===== src/rtl/cube_wireframe_raster_if.sv =====
// rtl/cube_wireframe_raster_if.sv - pixel stream between rasterizer and framebuffer writer
interface cube_wireframe_raster_if;
  logic       pix_valid;
  logic       pix_ready;
  logic [9:0] pix_x;
  logic [8:0] pix_y;
  logic [7:0] pix_color;

  modport master (output pix_valid, pix_x, pix_y, pix_color, input pix_ready);
  modport slave  (input pix_valid, pix_x, pix_y, pix_color, output pix_ready);
endinterface


===== src/rtl/cube_wireframe_raster.sv =====
// rtl/cube_wireframe_raster.sv - Bresenham walk of the 12 projected cube edges, one pixel per cycle
// Optional RASTER_CLIP_EN: off-screen pixels are suppressed instead of wrapped.
module cube_wireframe_raster #(
  parameter int FRAC_BITS = 8,
  parameter int SCREEN_W  = 640,
  parameter int SCREEN_H  = 480
) (
  input  logic                    clk,
  input  logic                    rst,
  input  logic                    i_start,
  input  logic signed [31:0]      i_verts [8][3],
  input  logic [7:0]              i_color,
  cube_wireframe_raster_if.master o_pix,
  output logic                    o_busy,
  output logic                    o_done
);

`ifdef RASTER_CLIP_EN
  localparam bit CLIP_EN = 1'b1;
`else
  localparam bit CLIP_EN = 1'b0;
`endif

  typedef enum logic [1:0] {S_IDLE, S_SETUP, S_DRAW, S_DONE} state_t;

  state_t             r_state;
  logic signed [31:0] r_vx [8];
  logic signed [31:0] r_vy [8];
  logic [3:0]         r_e;
  logic signed [31:0] r_x, r_y, r_x1, r_y1, r_dx, r_dy, r_sx, r_sy, r_err;
  logic               r_valid;
  logic [9:0]         r_px;
  logic [8:0]         r_py;
  logic [7:0]         r_color;
  logic               r_busy;
  logic               r_done;

  logic [2:0]         w_va, w_vb;
  logic signed [31:0] w_x0, w_y0, w_x1, w_y1, w_dx, w_dy;
  logic signed [31:0] w_e2, w_x_nxt, w_y_nxt, w_err_nxt;
  logic               w_step_x, w_step_y, w_at_end, w_advance;

  // Edge e connects w_va (start point) to w_vb
  always_comb begin
    w_va = 3'd0;
    w_vb = 3'd1;
    case (r_e)
      4'd0:    begin w_va = 3'd0; w_vb = 3'd1; end
      4'd1:    begin w_va = 3'd1; w_vb = 3'd3; end
      4'd2:    begin w_va = 3'd3; w_vb = 3'd2; end
      4'd3:    begin w_va = 3'd2; w_vb = 3'd0; end
      4'd4:    begin w_va = 3'd4; w_vb = 3'd5; end
      4'd5:    begin w_va = 3'd5; w_vb = 3'd7; end
      4'd6:    begin w_va = 3'd7; w_vb = 3'd6; end
      4'd7:    begin w_va = 3'd6; w_vb = 3'd4; end
      4'd8:    begin w_va = 3'd0; w_vb = 3'd4; end
      4'd9:    begin w_va = 3'd1; w_vb = 3'd5; end
      4'd10:   begin w_va = 3'd2; w_vb = 3'd6; end
      4'd11:   begin w_va = 3'd3; w_vb = 3'd7; end
      default: begin w_va = 3'd0; w_vb = 3'd1; end
    endcase
  end

  assign w_x0 = r_vx[w_va];
  assign w_y0 = r_vy[w_va];
  assign w_x1 = r_vx[w_vb];
  assign w_y1 = r_vy[w_vb];
  assign w_dx = (w_x1 >= w_x0) ? (w_x1 - w_x0) : (w_x0 - w_x1);
  assign w_dy = (w_y1 >= w_y0) ? (w_y0 - w_y1) : (w_y1 - w_y0);

  assign w_e2      = r_err <<< 1;
  assign w_step_x  = (w_e2 >= r_dy);
  assign w_step_y  = (w_e2 <= r_dx);
  assign w_x_nxt   = w_step_x ? (r_x + r_sx) : r_x;
  assign w_y_nxt   = w_step_y ? (r_y + r_sy) : r_y;
  assign w_err_nxt = r_err + (w_step_x ? r_dy : 32'sd0) + (w_step_y ? r_dx : 32'sd0);
  assign w_at_end  = (r_x == r_x1) && (r_y == r_y1);
  // A suppressed pixel (valid low while drawing) still consumes its step
  assign w_advance = !r_valid || o_pix.pix_ready;

  function automatic logic visible(input logic signed [31:0] x, input logic signed [31:0] y);
    return !CLIP_EN || ((x >= 0) && (x < SCREEN_W) && (y >= 0) && (y < SCREEN_H));
  endfunction

  always_ff @(posedge clk or posedge rst) begin
    if (rst) begin
      r_state <= S_IDLE;
      r_e     <= 4'd0;
      r_valid <= 1'b0;
      r_px    <= 10'd0;
      r_py    <= 9'd0;
      r_color <= 8'd0;
      r_busy  <= 1'b0;
      r_done  <= 1'b0;
      r_x     <= '0;
      r_y     <= '0;
      r_x1    <= '0;
      r_y1    <= '0;
      r_dx    <= '0;
      r_dy    <= '0;
      r_sx    <= '0;
      r_sy    <= '0;
      r_err   <= '0;
      for (int k = 0; k < 8; k++) begin
        r_vx[k] <= '0;
        r_vy[k] <= '0;
      end
    end else begin
      case (r_state)
        S_IDLE: begin
          if (i_start) begin
            for (int k = 0; k < 8; k++) begin
              r_vx[k] <= i_verts[k][0] >>> FRAC_BITS;
              r_vy[k] <= i_verts[k][1] >>> FRAC_BITS;
            end
            r_color <= i_color;
            r_e     <= 4'd0;
            r_busy  <= 1'b1;
            r_state <= S_SETUP;
          end
        end
        S_SETUP: begin
          r_x     <= w_x0;
          r_y     <= w_y0;
          r_x1    <= w_x1;
          r_y1    <= w_y1;
          r_dx    <= w_dx;
          r_dy    <= w_dy;
          r_sx    <= (w_x1 >= w_x0) ? 32'sd1 : -32'sd1;
          r_sy    <= (w_y1 >= w_y0) ? 32'sd1 : -32'sd1;
          r_err   <= w_dx + w_dy;
          r_valid <= visible(w_x0, w_y0);
          r_px    <= w_x0[9:0];
          r_py    <= w_y0[8:0];
          r_state <= S_DRAW;
        end
        S_DRAW: begin
          if (w_advance) begin
            if (w_at_end) begin
              r_valid <= 1'b0;
              if (r_e == 4'd11) begin
                r_busy  <= 1'b0;
                r_done  <= 1'b1;
                r_state <= S_DONE;
              end else begin
                r_e     <= r_e + 4'd1;
                r_state <= S_SETUP;
              end
            end else begin
              r_x     <= w_x_nxt;
              r_y     <= w_y_nxt;
              r_err   <= w_err_nxt;
              r_valid <= visible(w_x_nxt, w_y_nxt);
              r_px    <= w_x_nxt[9:0];
              r_py    <= w_y_nxt[8:0];
            end
          end
        end
        S_DONE: begin
          r_done  <= 1'b0;
          r_e     <= 4'd0;
          r_state <= S_IDLE;
        end
        default: r_state <= S_IDLE;
      endcase
    end
  end

  assign o_pix.pix_valid = r_valid;
  assign o_pix.pix_x     = r_px;
  assign o_pix.pix_y     = r_py;
  assign o_pix.pix_color = r_color;
  assign o_busy          = r_busy;
  assign o_done          = r_done;

endmodule


===== src/flat_wrapper.sv =====
// flat-port wrapper written by rule: the top's interface ports become plain ports
module cube_wireframe_raster_flat 
#(
  parameter int FRAC_BITS = 8,
  parameter int SCREEN_W  = 640,
  parameter int SCREEN_H  = 480
)
  (clk, rst, i_start, i_verts, i_color, o_busy, o_done, o_pix_pix_valid, o_pix_pix_x, o_pix_pix_y, o_pix_pix_color, o_pix_pix_ready);
  cube_wireframe_raster_if o_pix_i ();
  input  logic clk;
  input  logic rst;
  input  logic i_start;
  input  logic signed [31:0] i_verts[8][3];
  input  logic [7:0] i_color;
  output logic o_busy;
  output logic o_done;
  output wire logic [$bits(o_pix_i.pix_valid)-1:0] o_pix_pix_valid;
  output wire logic [$bits(o_pix_i.pix_x)-1:0] o_pix_pix_x;
  output wire logic [$bits(o_pix_i.pix_y)-1:0] o_pix_pix_y;
  output wire logic [$bits(o_pix_i.pix_color)-1:0] o_pix_pix_color;
  input wire logic [$bits(o_pix_i.pix_ready)-1:0] o_pix_pix_ready;
  assign o_pix_pix_valid = o_pix_i.pix_valid;
  assign o_pix_pix_x = o_pix_i.pix_x;
  assign o_pix_pix_y = o_pix_i.pix_y;
  assign o_pix_pix_color = o_pix_i.pix_color;
  assign o_pix_i.pix_ready = o_pix_pix_ready;
  cube_wireframe_raster #(.FRAC_BITS(FRAC_BITS), .SCREEN_W(SCREEN_W), .SCREEN_H(SCREEN_H)) u_core (.clk(clk), .rst(rst), .i_start(i_start), .i_verts(i_verts), .i_color(i_color), .o_pix(o_pix_i), .o_busy(o_busy), .o_done(o_done));
endmodule

===== config.mk =====
export PLATFORM = sky130hd
export DESIGN_NAME = cube_wireframe_raster_flat
export DESIGN_NICKNAME = d
export VERILOG_FILES = /design/src/rtl/cube_wireframe_raster_if.sv /design/src/rtl/cube_wireframe_raster.sv /design/src/flat_wrapper.sv
export SDC_FILE = /design/constraint.sdc
export NUM_CORES = 2
export LEC_CHECK = 0
export ABC_AREA = 1
export BUFFER_PORTS_ARGS = -buffer_cell sky130_fd_sc_hd__buf_2
export CORE_AREA = 2 2 432 434
export DETAILED_ROUTE_END_ITERATION = 8
export DIE_AREA = 0 0 434 436
export HOLD_SLACK_MARGIN = 0.06
export SYNTH_ARGS = -nofsm -noshare
export SYNTH_HDL_FRONTEND = slang
export SYNTH_SLANG_ARGS = --single-unit

===== constraint.sdc =====
create_clock -name clk -period 19.95 [get_ports clk]
set_input_delay 1.995 -clock clk [delete_from_list [all_inputs] [get_ports clk]]
set_output_delay 1.995 -clock clk [all_outputs]
set_load 0.005 [all_outputs]

After elaboration in Yosys (flattened, before gate mapping):

Memories as Yosys holds them, arrays and structs flattened.
Index checks and enable logic that the tools add are counted.

* reduce and logical (&&, ||, !) cells: 17
* add/subtract/negate cells: 10
* multiplexer cells: 57
* $lt $le $gt $ge: 6
* equal/unequal tests: 14
* bitwise logic cells: 2

Operators by type and width (number)
* $mux W32: 22
* $bmux W32 S3: 4
* $pmux W32 S2: 3
* $add A32 B32 Y32: 5
* $sub A32 B32 Y32: 4
* $ge A32 B32 Y1: 3
* $eq A32 B32 Y1: 2
* $le A32 B32 Y1: 1
* $mux W10: 2
* $pmux W10 S2: 1
* $mux W9: 2
* $pmux W9 S2: 1
* $mux W4: 4
* $pmux W4 S3: 1
* $reduce_and A4 Y1: 3
* $ne A2 B1 Y1 const B: 5
* $reduce_and A5 Y1: 2
* $mux W1: 9
* $ge A4 B4 Y1 const B: 2
* $mux W2: 4
* $not A3 Y4: 2
* $pmux W2 S4: 1
* $ne A2 B2 Y1 const B: 3
* $pmux W1 S2: 3
* 12 further kinds: 17

* output and inout port bits: 30
* memories: 1
* ROM bits: 96
* bits in registers: 708
* logic and storage cells: 142

Memory list
* (no name shown): words 16, bits a word 6, rd ports 1, clocked after Yosys merged registers in 0, wr ports 0, line cube_wireframe_raster.sv:47 `case (r_e)`

Longest topological paths before layout:

An unclocked memory read counts as a cell.

* word-level depth: 9
* depth in mapped cells: 50

Worst setup path before layout:

No wires, ideal clock.

* path type: register to register
* start point: register u_core.r_e[0]
* end point: register u_core.r_err[29]
* period minus slack after synthesis: 6.179 ns
* required time: 19.833 ns
* path buffers: 4
* path slack: 13.771 ns
* cell stages (with the launch flop): 47
* arrival: 6.062 ns
* cell sequence: dfrtp_1 -> ha_1 -> inv_1 -> nand2_1 -> nand2_1 -> inv_2 -> clkbuf_1 -> buf_1 -> nand2_1 -> a32o_1 -> nand2_1 -> nand2_1 -> inv_1 -> ha_1 -> inv_1 -> fa_1 -> nand3_1 -> nand3_1 -> [... 11 more ...] -> nand3_1 -> nand2_1 -> inv_1 -> o21a_1 -> o21ai_0 -> nand2_1 -> o21ai_0 -> nand4_1 -> nand2_1 -> nand3_2 -> nand2_2 -> nand2_1 -> nand2_1 -> nand2_1 -> nand3_1 -> nand2_1 -> nand2_1 -> nand2_1

* word-level cells in the longest chain between the ends: 9
* elaborated cells on any way between the ends: 25
* classes of those cells: add/sub: 5; order compare: 2; mux: 15; bitwise: 2; memory: 1

Ends and longest elaborated chain
* start: declaration: line cube_wireframe_raster.sv:29 `logic [3:0] r_e;`
* start signal: assignment: line cube_wireframe_raster.sv:146 `r_e <= r_e + 4'd1;`
* $mem_v2 Z16 W6 *
* $not A3 Y4, on equally long branches: line cube_wireframe_raster.sv:67, cube_wireframe_raster.sv:65
* $bmux W32 S3, on equally long branches: line cube_wireframe_raster.sv:67, cube_wireframe_raster.sv:65
* $mux W32, on equally long branches (2 in series): line cube_wireframe_raster.sv:67, cube_wireframe_raster.sv:65
* $sub A32 B32 Y32 / $ge A32 B32 Y1 (equally long branches): line cube_wireframe_raster.sv:69 `assign w_dy = (w_y1 >= w_y0) ? (w_y0 - w_y1) : (w_y1 - w_y0);`
* $mux W32 *: line cube_wireframe_raster.sv:69
* via u_core.w_dy[1]: line cube_wireframe_raster.sv:39 `logic signed [31:0] w_x0, w_y0, w_x1, w_y1, w_dx, w_dy;`
* $add A32 B32 Y32 *: line cube_wireframe_raster.sv:131 `r_err <= w_dx + w_dy;`
* $pmux W32 S2 *: line cube_wireframe_raster.sv:109 `case (r_state)`
* end signal: assignment: line cube_wireframe_raster.sv:131
* end signal: assignment: line cube_wireframe_raster.sv:152 `r_err <= w_err_nxt;`
* end: declaration: line cube_wireframe_raster.sv:30 `logic signed [31:0] r_x, r_y, r_x1, r_y1, r_dx, r_dy, r_sx, r_sy, r_err;`

The timed path passes the listed nets; every way through them passes the cells marked *. The select of a mux whose other input is x is not followed.
A chain may end at the register's enable or synchronous reset.

Final worst setup path:

* start point: register u_core.r_e[2]
* end point: register u_core.r_err[29]

Same word-level chain as after synthesis.

==> results.yml <==
logic_synthesis:
  ys_seq_elements: 611
  synth_enable_flop_cells: 0
  synth_simple_gate_area_share_pct: 20.9
  yosys-top-cells-area: "sky130_fd_sc_hd__dfrtp_1 (33%), sky130_fd_sc_hd__nand2_1 (13%), sky130_fd_sc_hd__ha_1 (7.7%)"
  post_synth_xor_xnor_area_pct: 2.36
  dominant_combinational_cell_family_by_area_after_synthesis: "simple AND/OR/NAND/NOR gates"
  synthArstFlopShare_pct: 100
  synth.most_common_cell: "sky130_fd_sc_hd__nand2_1"
  synthDominantCellAreaShare_pct: 33.3
  synth_adder_area_share_pct: 9.32
  ys_dominant_reg_cell: "sky130_fd_sc_hd__dfrtp_1"
  synth_area_leader_cell: "sky130_fd_sc_hd__dfrtp_1"
  synth_fp_nets: 7291
  syn_area_per_cell_um2: 7.41
  syn_area_mm2: 0.0459
  yosysWarnings: 0
  synth_common_cells: "sky130_fd_sc_hd__nand2_1 (1567), sky130_fd_sc_hd__inv_1 (732), sky130_fd_sc_hd__dfrtp_1 (611)"
  synthCells: 6192
  synth_mux_area_share_pct: 7.13
  synth-seq-area-share_pct: 33.3
  netlist-cell-type-count: 67
  synth-compound-area-share_pct: 18.0
clocking:
  clock_tree.root_cell: "sky130_fd_sc_hd__clkbuf_16"
  cts.reportedPaths.clkPinSlew_ns: 0.06
  tritoncts: "built"
  postCtsHoldBufs: 0
  post_cts.repair.setup_buffers: 0
  cts_max_path_buffers: 3
  cts.htree.levels: 3
  cts-resized-gates: 0
  clk_latency_ns: 0.72
  cts_num_sinks: 611
  tritoncts.num_buffers: 72
cells_and_area:
  total_of_fill_cells_in_the_finished_design: 20100
  design.final.nets: 7545
  synthToLayoutAreaGrowth_pct: 15.1
  layoutNonFillerInstCount: 8984
  post-route-util_pct: 28.6
  layout-drive-gt1-share_pct: 15.6
  design_area_mm2: 0.0528
grt:
  globalRouteTotalUtil_pct: 18.2
  via_count_of_the_first_global_routing_pass: 42000
  grt-ovfl-total: 0
  antenna_found_initial: 33
  global_route_wire_length_before_repair_um: 264000
  grt_max_degree: 135
drt:
  wl_per_cell_um: 19.6
  detail_route.first_pass.iterations: 6
  post-route-drc-count: 0
  route.detailed.vias_per_inst: 4.91
  ant_nets: 0
  finalWirelength_um: 177000
  vias: 44100
  detailedRoute.firstIterationViolations: 3880
run:
  maxCapViolations: 0
setup_path:
  timing.setup.critical_path_class: "flip-flop to flip-flop"
  critical_path.max_stage_delay_ns: 0.78
  startpoint_type: "flip-flop"
  critical_path.most_common_cell: "sky130_fd_sc_hd__nand2_1"
  timing.critical_path.slowest_stage_cell: "sky130_fd_sc_hd__buf_4"
  cp_max_fo: 130
  cp.arrival_ns: 10.54
  timing.critical_path.required_ns: 20.52
  timing.critical_path.to_type: "flip-flop"
timing:
  post-route-min-period_ns: 9.97
  final.period_utilization_pct: 50.0
  report.final.hold_viol_count: 0
  slew_headroom_pct: 17.6
  tightest_slew_ns: 1.23
  final.setup_skew_ns: 0.0444
  finalHoldWorstSlack_ns: 0.474
  max_freq_ghz: 0.100
  final-setup-viol-count: 0
  setup-tns-final_ns: 0
  postLayoutSetupSlackWorst_ns: 9.98
  report.final.slew_viol_count: 0
  rsz0062_at_grt: "false"
placement:
  placed_cell_area_mm2: 0.0504
  numPortBuffers: 425
  hpwlAfterDp_um: 137000
  dp.cells: 8852
  gpl.final_weighted_congestion: 0.942
  detailedPlace.worstSlack_ns: 10.33
floorplan:
  design.core.area_mm2: 0.185
  fp.dieH_um: 436
  die_area_mm2: 0.189
  io_pins: 810
  fp-row-count: 158
  floorplan.initialDensity_pct: 24.8
  die_span_in_x_um: 434
pwr:
  p_leak_nw: 25.9
  irDropWorstVdd_uv: 66.1
  power-per-cell-area_mw_per_mm2: 64.7
  design_power_total_mw: 3.42
worst_hold_path:
  hp-class: "flip-flop to flip-flop"
status:
  run_status: "complete, no violations"
-- cell families after synthesis --
| group | count (synthesis) |
|---|---|
| flip-flops | 611 |
| AO/OA/AOI/OAI | 1475 |
| buffers and inverters | 1056 |
| XOR/XNOR | 123 |
| adder cells (fa/ha/maj) | 319 |
| AND/OR/NAND/NOR | 2317 |
| multiplexers | 291 |
-- per-layer routing --
layer	part of all wire (%)	vias up	GRT usage [%]
met2	43	1503	27.8
met5	0.14	-	0
met4	3.6	40	6.50
met3	7.7	265	3.76
li1	-	21000	-
met1	45	21200	25.1
-- report_power, final --
part | switching (mW) | leakage, nW | internal, mW
Combinational | 0.418 | 17.0 | 0.218
Clock | 0.600 | 1.20 | 0.806
Sequential | 0.0729 | 7.68 | 1.30
-- path summary, 6_finish.rpt --
path	from	end	slack (ns)	cells after the start
setup reg to reg	u_core.r_e[2]	u_core.r_err[29]	9.98	44
hold reg to reg	u_core.r_state[0]	u_core.r_state[0]	0.47	1
max in group asynchronous	rst	u_core.r_vx[54]	15.59	5
hold / removal	u_core.r_state[0]	u_core.r_state[0]	0.47	1
setup / recovery	u_core.r_e[2]	u_core.r_err[29]	9.98	44
min in group asynchronous	rst	u_core.r_vx[244]	1.41	2
-- area by class of cell --
class                           instances  area (µm²)  share of cell area, %
Clock buffer                           97        2010                   3.80
Antenna cell                            5        12.5                 0.0237
Sequential cell                       611       15300                   28.9
Inverter                              759        2870                   5.43
Timing Repair Buffer                  477        2540                   4.81
Multi-Input combinational cell       4525       26600                   50.3
Clock inverter                         30         442                  0.836
Tap cell                             2480        3100                   5.87
-- critical path, delay by kind of cell, from the launching register on --
kind | cells | cell delay, ns
AND/OR/NAND/NOR | 25 | 3.13
buffers and inverters | 7 | 2.60
AO/OA/AOI/OAI | 8 | 2.08
adder cells (fa/ha/maj) | 3 | 0.91
flip-flops | 1 | 0.41
XOR/XNOR | 1 | 0.31
-- state kept, by name, indices dropped and copies added, names as in the netlist, 22 cells and up, named ones only --
signal / count
u_core.r_x1: 24
u_core.r_dx: 32
u_core.r_y1: 24
u_core.r_vy: 192
u_core.r_x: 22
u_core.r_y: 23
u_core.r_dy: 32
u_core.r_err: 31
u_core.r_vx: 192
-- placed cells by master (no fill, tap or decap), types with 16 or more instances in the layout --
master | Yosys | final
sky130_fd_sc_hd__nor2_1 | 334 | 333
sky130_fd_sc_hd__nand2_1 | 1567 | 1564
sky130_fd_sc_hd__nand3_1 | 226 | 225
sky130_fd_sc_hd__nor4_1 | 17 | 16
sky130_fd_sc_hd__o21ai_1 | 18 | 17
sky130_fd_sc_hd__a22oi_1 | 17 | 17
sky130_fd_sc_hd__nand2_2 | 36 | 37
sky130_fd_sc_hd__xor2_1 | 82 | 82
sky130_fd_sc_hd__dfrtp_1 | 611 | 611
sky130_fd_sc_hd__buf_4 | 22 | 50
sky130_fd_sc_hd__a31oi_1 | 23 | 23
sky130_fd_sc_hd__inv_1 | 732 | 727
sky130_fd_sc_hd__ha_1 | 281 | 280
sky130_fd_sc_hd__clkbuf_16 | 0 | 72
sky130_fd_sc_hd__buf_2 | 21 | 425
sky130_fd_sc_hd__xnor2_1 | 40 | 40
sky130_fd_sc_hd__a21oi_1 | 602 | 601
sky130_fd_sc_hd__o22ai_1 | 30 | 30
sky130_fd_sc_hd__nor3_1 | 24 | 24
sky130_fd_sc_hd__nand4_1 | 45 | 45
sky130_fd_sc_hd__o21ai_0 | 601 | 600
sky130_fd_sc_hd__a32o_1 | 90 | 90
sky130_fd_sc_hd__fa_1 | 38 | 38
sky130_fd_sc_hd__inv_2 | 22 | 22
sky130_fd_sc_hd__mux2_2 | 285 | 285
Power figures use the tool's default switching activity.
